===== src/rtl/dc_decouple_mc.sv =====
// Multi-channel DC-offset removal. Each channel averages a 2^LOG_WINDOW
// sample window, tracks the average with a shift-based PI loop and
// subtracts the tracked offset from every sample with saturation.
module dc_decouple_mc #(
    parameter int SYMBOL_WIDTH = 16,
    parameter int SYMBOL_FRAC  = 14,
    parameter int CHANNELS     = 2,
    parameter int LOG_WINDOW   = 6,
    parameter int KP_SHIFT     = 2,
    parameter int KI_SHIFT     = 8,
    parameter int LOCK_THRESH  = 64,
    parameter int LOCK_COUNT   = 4
) (
    input  logic                             clk,
    input  logic                             rst,
    input  logic                             en,
    input  logic [1:0]                       mode,
    input  logic                             freeze,
    input  logic                             in_valid,
    input  logic [CHANNELS*SYMBOL_WIDTH-1:0] in_data,
    output logic                             out_valid,
    output logic [CHANNELS*SYMBOL_WIDTH-1:0] out_data,
    output logic [CHANNELS*SYMBOL_WIDTH-1:0] offset_out,
    output logic                             locked
);
    localparam int SW  = SYMBOL_WIDTH;
    localparam int AW  = SW + LOG_WINDOW;   // window accumulator
    localparam int EW  = SW + 1;            // loop error
    localparam int IW  = SW + 4;            // integrator
    localparam int WW  = SW + 6;            // headroom for unsaturated sums
    localparam int LCW = $clog2(LOCK_COUNT + 1);

    localparam logic signed [WW-1:0] SW_MAX = {{(WW-SW+1){1'b0}}, {(SW-1){1'b1}}};
    localparam logic signed [WW-1:0] SW_MIN = {{(WW-SW+1){1'b1}}, {(SW-1){1'b0}}};
    localparam logic signed [WW-1:0] IW_MAX = {{(WW-IW+1){1'b0}}, {(IW-1){1'b1}}};
    localparam logic signed [WW-1:0] IW_MIN = {{(WW-IW+1){1'b1}}, {(IW-1){1'b0}}};
    localparam logic signed [EW-1:0] THR_POS = EW'(LOCK_THRESH);
    localparam logic signed [EW-1:0] THR_NEG = -THR_POS;
    localparam logic [LOG_WINDOW-1:0] CNT_LAST  = '1;
    localparam logic [LCW-1:0]        LOCK_FULL = LCW'(LOCK_COUNT);

    // The fractional position only matters to the surrounding loops; guard
    // against configurations that make no sense for this block.
    if (SYMBOL_FRAC >= SYMBOL_WIDTH || LOG_WINDOW < 1) begin : g_param_check
        $error("dc_decouple_mc: SYMBOL_FRAC must be < SYMBOL_WIDTH and LOG_WINDOW >= 1");
    end

    typedef enum logic {ACCUM, UPDATE} state_t;

    state_t                  state_reg, state_next;
    logic [LOG_WINDOW-1:0]   cnt_reg;
    logic [LCW-1:0]          lock_cnt_reg, lock_cnt_next;
    logic                    locked_reg;
    logic                    out_valid_reg;
    logic [CHANNELS-1:0]     in_lock;
    logic                    accept, close, do_update, bypass_mode, p_mode;

    function automatic logic signed [SW-1:0] sat_sw(input logic signed [WW-1:0] v);
        if (v > SW_MAX)      return SW_MAX[SW-1:0];
        else if (v < SW_MIN) return SW_MIN[SW-1:0];
        else                 return v[SW-1:0];
    endfunction

    function automatic logic signed [IW-1:0] sat_iw(input logic signed [WW-1:0] v);
        if (v > IW_MAX)      return IW_MAX[IW-1:0];
        else if (v < IW_MIN) return IW_MIN[IW-1:0];
        else                 return v[IW-1:0];
    endfunction

    assign accept      = en & in_valid;
    assign close       = accept & (cnt_reg == CNT_LAST);
    assign do_update   = en & (state_reg == UPDATE);
    assign bypass_mode = (mode == 2'd0);
    assign p_mode      = (mode == 2'd1);

    for (genvar gi = 0; gi < CHANNELS; gi++) begin : g_ch
        logic signed [SW-1:0] in_ch, avg_reg, avg_next, offset_reg, out_reg;
        logic signed [AW-1:0] acc_reg, acc_sum;
        logic signed [IW-1:0] integ_reg, integ_next;
        logic signed [EW-1:0] err;
        logic signed [WW-1:0] off_w, p_term, i_term, sub_w;

        assign in_ch      = in_data[gi*SW +: SW];
        assign acc_sum    = acc_reg + AW'(in_ch);
        assign avg_next   = SW'(acc_sum >>> LOG_WINDOW);
        assign err        = EW'(avg_reg) - EW'(offset_reg);
        assign integ_next = sat_iw(WW'(integ_reg) + WW'(err));
        assign off_w      = WW'(offset_reg);
        assign p_term     = WW'(err) >>> KP_SHIFT;
        assign i_term     = WW'(integ_next) >>> KI_SHIFT;
        assign sub_w      = WW'(in_ch) - off_w;
        assign in_lock[gi] = (err <= THR_POS) && (err >= THR_NEG);

        // Output subtraction, window accumulation and loop-filter update.
        always_ff @(posedge clk) begin
            if (rst) begin
                acc_reg    <= '0;
                avg_reg    <= '0;
                offset_reg <= '0;
                integ_reg  <= '0;
                out_reg    <= '0;
            end else begin
                if (accept) begin
                    out_reg <= bypass_mode ? in_ch : sat_sw(sub_w);
                    acc_reg <= close ? '0 : acc_sum;
                    if (close) begin
                        avg_reg <= avg_next;
                    end
                end
                if (do_update && !freeze) begin
                    if (p_mode) begin
                        integ_reg  <= '0;
                        offset_reg <= sat_sw(off_w + p_term);
                    end else if (!bypass_mode) begin
                        integ_reg  <= integ_next;
                        offset_reg <= sat_sw(off_w + p_term + i_term);
                    end
                end
            end
        end

        assign out_data[gi*SW +: SW]   = out_reg;
        assign offset_out[gi*SW +: SW] = offset_reg;
    end

    // Window-close / update sequencing register.
    always_ff @(posedge clk) begin
        if (rst) state_reg <= ACCUM;
        else     state_reg <= state_next;
    end

    // Next state: one UPDATE cycle after every closed window.
    always_comb begin
        state_next = state_reg;
        if (en) begin
            case (state_reg)
                ACCUM:   if (close) state_next = UPDATE;
                UPDATE:  state_next = ACCUM;
                default: state_next = ACCUM;
            endcase
        end
    end

    // Shared sample counter; wraps to zero on the window's last sample.
    always_ff @(posedge clk) begin
        if (rst)         cnt_reg <= '0;
        else if (accept) cnt_reg <= cnt_reg + LOG_WINDOW'(1);
    end

    assign lock_cnt_next = (&in_lock)
                         ? ((lock_cnt_reg == LOCK_FULL) ? lock_cnt_reg : lock_cnt_reg + LCW'(1))
                         : '0;

    // Count consecutive in-lock windows across all channels.
    always_ff @(posedge clk) begin
        if (rst) begin
            lock_cnt_reg <= '0;
            locked_reg   <= 1'b0;
        end else if (do_update && !freeze) begin
            lock_cnt_reg <= lock_cnt_next;
            locked_reg   <= (lock_cnt_next == LOCK_FULL);
        end
    end

    // Output strobe follows accepted input by one cycle.
    always_ff @(posedge clk) begin
        if (rst) out_valid_reg <= 1'b0;
        else     out_valid_reg <= accept;
    end

    assign out_valid = out_valid_reg;
    assign locked    = locked_reg;
endmodule

===== config.mk =====
export PLATFORM = sky130hd
export DESIGN_NAME = dc_decouple_mc
export DESIGN_NICKNAME = d
export VERILOG_FILES = /design/src/rtl/dc_decouple_mc.sv
export SDC_FILE = /design/constraint.sdc
export NUM_CORES = 1
export LEC_CHECK = 0
export CAP_MARGIN = 20
export CORE_UTILIZATION = 59
export DETAILED_ROUTE_END_ITERATION = 10
export GPL_ROUTABILITY_DRIVEN = 1
export PLACE_DENSITY = 0.76
export SLEW_MARGIN = 20
export SYNTH_ARGS = -nofsm -noshare
export SYNTH_HDL_FRONTEND = slang
export SYNTH_SLANG_ARGS = --single-unit

===== constraint.sdc =====
create_clock -name clk -period 7.7 [get_ports clk]
set_input_delay 1.54 -clock clk [delete_from_list [all_inputs] [get_ports clk]]
set_output_delay 1.54 -clock clk [all_outputs]
set_load 0.05 [all_outputs]

==> metrics.yaml, run 1 <==
multi_input_area_um2: 13500
dieWidth_um: 177.2
ff_latch_area_um2: 3844
die_area_um2: 31390
synth_cell_types: 85
required_ns: 8.05
power_density_nw_per_um2: 121.6
drc: 0
grt_first_pass_wirelength_mm: 88.24
place_ws_ns: 0.3102
drt_pass1_iterations: 5
vias_per_cell: 6.423
insertion_delay_ns: 0.46
drt-total-wl_mm: 55.63
cts_tree: "done"
synth_edf_count: 0
slew_viol_final: 0
synthCells: 2357
fillers: 2632
grt_max_degree: 80
setup_viol: 0
pin_count: 105
skew_ns: 0.01258
cts-buffers-inserted: 17
clockBufferDepth: 2
portBuffers: 104
worst_slack_ns: 0.4419
core_um2: 29950
largest_reg_flops: 44
max-cap-violations: 0
vdd.ir_drop.worst_mv: 0.1747
async_reset_ff_share_pct: 0
timing.critical_path.slowest_stage_cell: "a2111oi_2"
report.power.total_mw: 2.473
dpl.hpwl_mm: 42.92
critPathKind: "reg2reg"
syn_area_um2: 18110
setup_tns_ns: 0
cp-start-kind: "flip-flop"
rsz0062_at_grt: "false"
cts_hold_buf: 0
relSlewSlack_pct: 21.14
clkSinkCount: 192
slowest_delay_ns: 0.49
syn-num-nets: 2629
tightest_slew_ns: 1.180
cp.arrival_ns: 7.61
hold_depth: 2
synth_top_flop_cell: "dfxtp_1"
ys_seq_elements: 192
antenna_left: 0
nNetsFinal: 2715
antenna_found_initial: 0
die_h_um: 177.2
fin_crit_sh_pct: 94.26
worst_setup_path_end_kind: "flip-flop"
first_global_vias: 16862
placed_cells: 2812
period_needed_ns: 7.258
path_clk_slew_ns: 0.07
gp_congestion: 0.9613
area_growth_pct: 12.32
yosysSeqAreaShare_pct: 21.23
cp_max_fo: 14
fin_util_pct: 67.90
p_leak_nw: 8.839
ys_warn_count: 0
min_path_type: "reg2reg"
clock.fmax_mhz: 137.8
num_rows: 63
synth_area_per_cell_um2: 7.682
hold_viol_final: 0
drt-wirelength-per-cell_um: 19.55
num_vias: 18280
clockRootBuffer: "clkbuf_16"
grt_usage_pct: 35.39
diodes: 0
drt-initial-drc-count: 1635
drive_gt1_share_pct: 5.130
overflow: 0
cp_common_cell: "a21oi_1"
final_cell_count_no_fill: 2846
initial_core_util_pct: 60.45
rr_worst_depth: 27
status: "finished clean"
htree_levels: 4
[critical path, delay by kind of cell (launching register included)]
kind / cells / cell delay, ns
compound gates: 16 / 3.62
fa+ha+maj: 4 / 1.48
buf+inv: 3 / 0.54
flops: 1 / 0.41
mux: 1 / 0.38
simple gates: 2 / 0.36
xor+xnor: 1 / 0.35
[worst paths after layout]
kind	from	to	slack [ns]
max	g_ch[1].offset_reg[3]	g_ch[1].offset_reg[1]	0.44
min reg2reg	g_ch[0].out_reg[7]	g_ch[0].out_reg[7]	0.45
min	g_ch[0].out_reg[7]	g_ch[0].out_reg[7]	0.45
max reg2reg	g_ch[1].offset_reg[3]	g_ch[1].offset_reg[1]	0.44
[logic make-up after synthesis]
group | count (synthesis) | synth area share, %
mux | 9 | 0.5320
buf+inv | 217 | 4.519
compound gates | 781 | 28.98
simple gates | 746 | 19.37
flops | 192 | 21.23
fa+ha+maj | 250 | 17.54
xor+xnor | 162 | 7.836
[area by class of cell]
class / instances / area share, %
multi-input cells: 1948 / 66.38
flip-flops and latches: 192 / 18.90
repair buffers: 149 / 6.767
inverters: 135 / 2.492
well taps: 390 / 2.399
clock buffers: 19 / 2.227
clock inverters: 13 / 0.8367
[per-layer routing]
metal | wire (um) | track usage, % | share of wire (%) | up-vias
li1 | - | - | - | 8877
met1 | 25210 | 48.30 | 45 | 8644
met2 | 24840 | 56.75 | 45 | 659
met3 | 4145 | 5.906 | 7.5 | 100
met4 | 1427 | 10.42 | 2.6 | 0
met5 | 0 | 0 | 0 | -
[repair_timing]
action | CTS | global route
setup endpoints to repair | 0 | 30
resized for setup | 0 | 8
buffers inserted | 0 | 2
[cells in the final DEF (no fill, tap or decap), types with 46 or more instances in the layout]
master             n
nor2_1           241
clkdlybuf4s50_1  103
o21ai_1           66
nand2_1          192
inv_1            133
a21oi_1          218
a21o_1            61
xnor2_1          106
o21ai_0           73
dfxtp_1          192
ha_1             221
buf_4             46
xor2_1            55
nor3_1            63
nand3_1           61
[where the power goes]
part / switching, mW / total [mW] / internal, mW
clock network: 0.451 / 0.961 / 0.510
logic: 0.295 / 0.473 / 0.179
registers: 0.0166 / 1.04 / 1.02
[through the flow]
stage          area [um2]  hold slack, ns
2_1_floorplan       18110          0.4310
3_3_place_gp        19660          0.4392
3_5_place_dp        19660          0.4437
4_1_cts             20280          0.4529
5_1_grt             20340          0.4778
6_report            20340          0.4545
[synthesized netlist by cell type (all sizes together) (16+ instances only)]
cell    number  area, um2
a211oi      37      287.8
a21o        61      457.9
a21oi      219       1096
a221o       26      260.3
a22oi       40      300.3
a31oi       20      125.1
a32o        16      160.2
and3        17      106.4
clkbuf      72      270.3
dfxtp      192       3844
ha         221       2765
inv        135      506.7
maj3        17      170.2
nand2      193      724.4
nand2b      25      156.4
nand3       61      305.3
nor2       244      915.9
nor2b       23      143.9
nor3        63      315.3
o21a        34      255.2
o21ai      140      700.7
o21bai      25      187.7
o31ai       18      135.1
or2         19      118.9
or3         24      155.1
xnor2      106      928.4
xor2        56      490.5
Power figures use the tool's default switching activity.
==> run 2: changes to the inputs <==
--- a/config.mk
+++ b/config.mk
@@ -7,6 +7,7 @@
 export LEC_CHECK = 0
 export CAP_MARGIN = 20
 export CORE_UTILIZATION = 59
+export CTS_CLUSTER_SIZE = 8
 export DETAILED_ROUTE_END_ITERATION = 10
 export GPL_ROUTABILITY_DRIVEN = 1
 export PLACE_DENSITY = 0.76
==> constraint.sdc (replaced) <==
create_clock -name clk -period 7.7 [get_ports clk]
set_input_delay 0.77 -clock clk [delete_from_list [all_inputs] [get_ports clk]]
set_output_delay 0.77 -clock clk [all_outputs]
set_load 0.05 [all_outputs]
==> run 2 against run 1 <==
  * First-iteration DRC count increased by 10%
  * Register-to-register slack got worse by 0.02 ns
  * Fmax decreased by 0.33%
  * Clock-buffer cell count decreased by 1
  * Critical path type unchanged
  * Largest cell class unchanged
==> metrics.yaml, run 2 (synthesized netlist as in run 1, its figures left out) <==
largest_reg_flops: 44  # unchanged
clock.fmax_mhz: 137.3  # -0.33%
grt_max_degree: 80  # unchanged
grt_usage_pct: 35.31  # -0.089 points
drt-total-wl_mm: 55.82  # +0.35%
drt-wirelength-per-cell_um: 19.62  # +0.39%
cts_tree: "done"
path_clk_slew_ns: 0.08  # about the same
worst_setup_path_end_kind: "flip-flop"
overflow: 0  # unchanged
drive_gt1_share_pct: 5.295  # +0.17 points
combPwrFrac_pct: 19.5  # +0.4 points
power_density_nw_per_um2: 119.4  # -1.8%
power.switching_mw: 0.7664  # +0.50%
diodes: 0  # unchanged
vias_per_cell: 6.414  # -0.13%
report.power.total_mw: 2.425  # -1.9%
setup_viol: 0  # unchanged
grt_first_pass_wirelength_mm: 88.20  # about the same
drt_pass1_iterations: 6  # +1
num_vias: 18249  # -0.17%
slowest_delay_ns: 0.42  # -0.07 ns
status: "finished clean"
final_cell_mix: "240 x nor2_1, 221 x ha_1, 219 x a21oi_1"
final_cell_count_no_fill: 2845  # -0.035%
critPathKind: "reg2reg"
area_growth_pct: 12.18
core_um2: 29950  # unchanged
slew_viol_final: 0  # unchanged
antenna_left: 0  # unchanged
p_seq_share_pct: 42.8  # +0.8 points
hold_ws_ns: 0.4575  # +0.002968 ns
vdd.ir_drop.worst_mv: 0.1549  # -11%
relSlewSlack_pct: 25.40  # +4.3 points
insertion_delay_ns: 0.46  # about the same
clkPwrFrac_pct: 37.7  # -1.2 points
htree_levels: 4  # unchanged
clockBufferDepth: 2  # unchanged
fin_crit_sh_pct: 94.57  # +0.31 points
cp_max_fo: 13  # -1
initial_core_util_pct: 60.45  # unchanged
cpLargestDelayFamily: "compound AO/OA/AOI/OAI gates"
gp_congestion: 0.9614  # about the same
period_needed_ns: 7.282  # +0.02381 ns
die_h_um: 177.2  # unchanged
skew_ns: 0.01404  # +0.001454 ns
swShare_pct: 31.60  # +0.76 points
min_path_type: "reg2reg"
clockRootBuffer: "clkbuf_16"
num_rows: 63  # unchanged
cts_hold_buf: 0  # unchanged
drt-initial-drc-count: 1803  # +10%
intPower_mw: 1.659  # -3.0%
cp_common_cell: "ha_1"
placed_cells: 2811  # -0.036%
final_common_cell: "nor2_1"
cp.arrival_ns: 7.64  # +0.03 ns
tightest_slew_ns: 1.116  # -0.06377 ns
hold_viol_final: 0  # unchanged
critPathBufInv: 3  # unchanged
p_leak_nw: 8.812  # -0.31%
max-cap-violations: 0  # unchanged
die_area_um2: 31390  # unchanged
first_global_vias: 16934  # +0.43%
required_ns: 8.05  # about the same
pin_count: 105  # unchanged
dpl.hpwl_mm: 43.04  # +0.27%
clkSinkCount: 192  # unchanged
cp-start-kind: "flip-flop"
drc: 0  # unchanged
cts-buffers-inserted: 17  # unchanged
nNetsFinal: 2714  # -0.037%
antenna_found_initial: 1  # +1
dieWidth_um: 177.2  # unchanged
portBuffers: 104  # unchanged
timing.critical_path.slowest_stage_cell: "fa_1"
## run 2: changes by cell type in the layout (fill, tap and decap cells not counted), sizes merged
cell and delta:
buf -1, bufinv -1, clkbuf -1, clkinvlp +1, inv +1
## run 2: worst paths after layout
| kind | from | end | slack (ns) | cells after the start |
|---|---|---|---|---|
| hold / removal | g_ch[0].out_reg[7] | g_ch[0].out_reg[7] | 0.46 | 2 |
| setup reg to reg | g_ch[1].offset_reg[0] | g_ch[1].offset_reg[3] | 0.42 | 29 |
| hold reg to reg | g_ch[0].out_reg[7] | g_ch[0].out_reg[7] | 0.46 | 2 |
| setup / recovery | g_ch[1].offset_reg[0] | g_ch[1].offset_reg[3] | 0.42 | 29 |
## run 2: layout make-up
cell class,instances,area [um2]
repair buffers,148,1369
multi-input cells,1948,13530
flip-flops and latches,192,3844
well taps,390,488.0
clock inverters,14,148.9
fillers,2625,9641
clock buffers,18,429.2
inverters,135,506.7
## run 2: worst min-delay path, stage by stage (launching register included)
cell and delay [ns]:
dfxtp_1 0.31, nand2_1 0.05, a21oi_1 0.05
## run 2: power by group through the flow
stage / Clock, mW / Sequential [mW] / Combinational [mW]
after floorplan: 0 / 1.10 / 0.287
after global placement: 0 / 1.06 / 0.454
after detailed placement: 0 / 1.06 / 0.462
after CTS: 0.923 / 1.04 / 0.465
after global routing: 0.955 / 1.04 / 0.515
final: 0.914 / 1.04 / 0.473
## run 2: metal layers
metal,global-route usage (%),vias up,wire (um)
met4,9.806,0,1225
met1,48.38,8580,25340
met5,0,-,0
met3,5.627,92,4298
met2,56.84,699,24960
li1,-,8878,-
## run 2: what timing repair did
item,CTS,global route
gates resized for setup,0,14
buffers inserted,0,2
setup endpoints to repair,0,30
## run 2: through the flow
stage	instance area [um2]	TNS (ns)	worst slack (ns)	utilization [%]
final	20310	0	0.4181	67.82
after global routing	20310	-0.1329	-0.05129	67.82
after CTS	20230	0	0.2198	67.54
after detailed placement	19650	0	0.2694	65.61
after global placement	19650	0	0.5011	65.61
after floorplan	18110	0	0.3169	-
==> run 3: changes to the inputs <==
--- a/config.mk
+++ b/config.mk
@@ -9,9 +9,9 @@
 export CORE_UTILIZATION = 59
 export CTS_CLUSTER_SIZE = 8
 export DETAILED_ROUTE_END_ITERATION = 10
+export DONT_BUFFER_PORTS = 1
 export GPL_ROUTABILITY_DRIVEN = 1
-export PLACE_DENSITY = 0.76
-export SLEW_MARGIN = 20
+export PLACE_DENSITY = 0.72
 export SYNTH_ARGS = -nofsm -noshare
 export SYNTH_HDL_FRONTEND = slang
 export SYNTH_SLANG_ARGS = --single-unit
==> run 3 against run 2 <==
  * First-iteration DRC count down 20%
  * Global-route usage shrank 1.1 points
  * Hold slack worse by 0.092 ns
  * Clock skew is 0.0035 ns higher
  * Routed wire length decreased by 2.1%
  * Sequential share of layout area rose by 0.71 points
  * Critical path depth rose by 3
  * Total power fell by 3.0%
  * Register-to-register slack worse by 0.05 ns
  * Utilization fell by 2.5 points
  * Clock-buffer cell count grew 1
  * Die area did not move
  * Critical path type unchanged
  * Largest cell class unchanged
==> metrics.yaml, run 3 (synthesized netlist as in run 1, its figures left out) <==
final_common_cell: "nor2_1"
die_area_um2: 31390  # unchanged
relSlewSlack_pct: 31.88  # +6.5 points
drt_pass1_iterations: 6  # unchanged
power.switching_mw: 0.7274  # -5.1%
cp.arrival_ns: 7.69  # +0.05 ns
drt-wirelength-per-cell_um: 19.69  # +0.33%
combPwrFrac_pct: 15.0  # -4.5 points
slew_viol_final: 0  # unchanged
place_ws_ns: -0.1175  # -0.3869 ns
vdd.ir_drop.worst_mv: 0.1746  # +13%
hold_depth: 1  # -1
skew_ns: 0.01752  # +0.003478 ns
num_rows: 63  # unchanged
post_dp_cell_area_um2: 18820  # -4.2%
required_ns: 8.05  # about the same
p_seq_share_pct: 46.0  # +3.2 points
drt-initial-drc-count: 1448  # -20%
antenna_left: 0  # unchanged
worst_setup_path_end_kind: "flip-flop"
drive_gt1_share_pct: 7.086  # +1.8 points
drt-total-wl_mm: 54.63  # -2.1%
first_global_vias: 16383  # -3.3%
fillers: 2679  # +2.1%
cp_max_fo: 13  # unchanged
tightest_slew_ns: 1.021  # -0.09518 ns
nNetsFinal: 2644  # -2.6%
worst_slack_ns: 0.3661  # -0.05200 ns
overflow: 0  # unchanged
fin_crit_sh_pct: 95.25  # +0.68 points
diodes: 0  # unchanged
cp-start-kind: "flip-flop"
status: "finished clean"
largest_reg_flops: 44  # unchanged
grt_first_pass_wirelength_mm: 85.12  # -3.5%
dieWidth_um: 177.2  # unchanged
max-cap-violations: 0  # unchanged
vias_per_cell: 6.457  # +0.67%
pin_count: 105  # unchanged
initial_core_util_pct: 60.45  # unchanged
setup_tns_ns: 0  # unchanged
p_leak_nw: 8.631  # -2.1%
drc: 0  # unchanged
power_density_nw_per_um2: 120.2  # +0.68%
gp_congestion: 0.9659  # +0.47%
clockBufferDepth: 2  # unchanged
core_um2: 29950  # unchanged
final_cell_mix: "240 x nor2_1, 221 x ha_1, 217 x a21oi_1"
critPathKind: "reg2reg"
fin_area_um2: 19580  # -3.6%
num_vias: 17919  # -1.8%
clock.fmax_mhz: 136.4  # -0.71%
cts_tree: "done"
clkSinkCount: 192  # unchanged
die_h_um: 177.2  # unchanged
timing.critical_path.slowest_stage_cell: "or4_1"
portBuffers: 0  # -100%
clkPwrFrac_pct: 39.0  # +1.3 points
htree_levels: 4  # unchanged
period_needed_ns: 7.334  # +0.05200 ns
intPower_mw: 1.626  # -2.0%
slowest_delay_ns: 0.47  # +0.05 ns
hold_ws_ns: 0.3654  # -0.09203 ns
swShare_pct: 30.91  # -0.69 points
antenna_found_initial: 0  # -1
path_clk_slew_ns: 0.08  # about the same
min_path_type: "in2reg"
insertion_delay_ns: 0.47  # about the same
grt_max_degree: 138  # +73%
cts_hold_buf: 0  # unchanged
rr_worst_depth: 32  # +10%
grt_usage_pct: 34.24  # -1.1 points
hold_viol_final: 0  # unchanged
dpl.hpwl_mm: 41.83  # -2.8%
cts-buffers-inserted: 17  # unchanged
clockRootBuffer: "clkbuf_16"
area_growth_pct: 8.112
setup_viol: 0  # unchanged
run 3: path summary, 6_finish.rpt:
kind | startpoint | endpoint | slack, ns
max | g_ch[1].avg_reg[0] | g_ch[1].offset_reg[2] | 0.37
min | rst | lock_cnt_reg[1] | 0.37
max reg2reg | g_ch[1].avg_reg[0] | g_ch[1].offset_reg[2] | 0.37
min reg2reg | g_ch[0].integ_reg[14] | g_ch[0].integ_reg[14] | 0.46
run 3: cell type report:
| type | count | area, um2 | area share (%) |
|---|---|---|---|
| clock buffer | 19 | 432.9 | 2.211 |
| clock inverter | 13 | 145.1 | 0.7414 |
| inverter | 135 | 506.7 | 2.589 |
| multi-input combinational | 1949 | 13580 | 69.38 |
| sequential | 192 | 3844 | 19.63 |
| tap | 390 | 488.0 | 2.493 |
| timing repair buffer | 77 | 578.1 | 2.953 |
run 3: routing by layer:
metal  vias to the layer above  global-route usage, %  part of all wire [%]
li1                       8732                      -                     -
met1                      8425                  48.11                    46
met2                       649                  52.49                    43
met3                       113                  5.348                   7.2
met4                         0                  12.18                   3.0
met5                         -                      0                     0
run 3: per-stage QoR:
step                      std cells  utilization [%]  power, mW
after floorplan                2357                -      1.388
after global placement         2734            62.84      1.444
after detailed placement       2734            62.84      1.450
after CTS                      2766            64.80      2.355
after global routing           2775            65.36      2.439
final                          2775            65.36      2.353
run 3: power groups by stage:
stage               Clock [mW]  Sequential (mW)  Combinational [mW]
CTS                      0.926             1.08               0.347
finish                   0.918             1.08               0.353
global route             0.962             1.09               0.390
detailed placement           0             1.11               0.344
floorplan                    0             1.10               0.287
global placement             0             1.10               0.339
run 3: worst max-delay path, delay by kind of cell, from the launching register on:
kind	cells	cell delay, ns
multiplexers	2	0.65
adder cells (fa/ha/maj)	5	1.47
AND/OR/NAND/NOR	7	1.27
flip-flops	1	0.35
buffers and inverters	4	0.53
AO/OA/AOI/OAI	14	2.97
run 3: repair_timing:
action,CTS,global route
pin swaps,0,1
resized for setup,1,20
gates cloned,0,1
buffers inserted,0,6
endpoints found under the setup margin,14,30
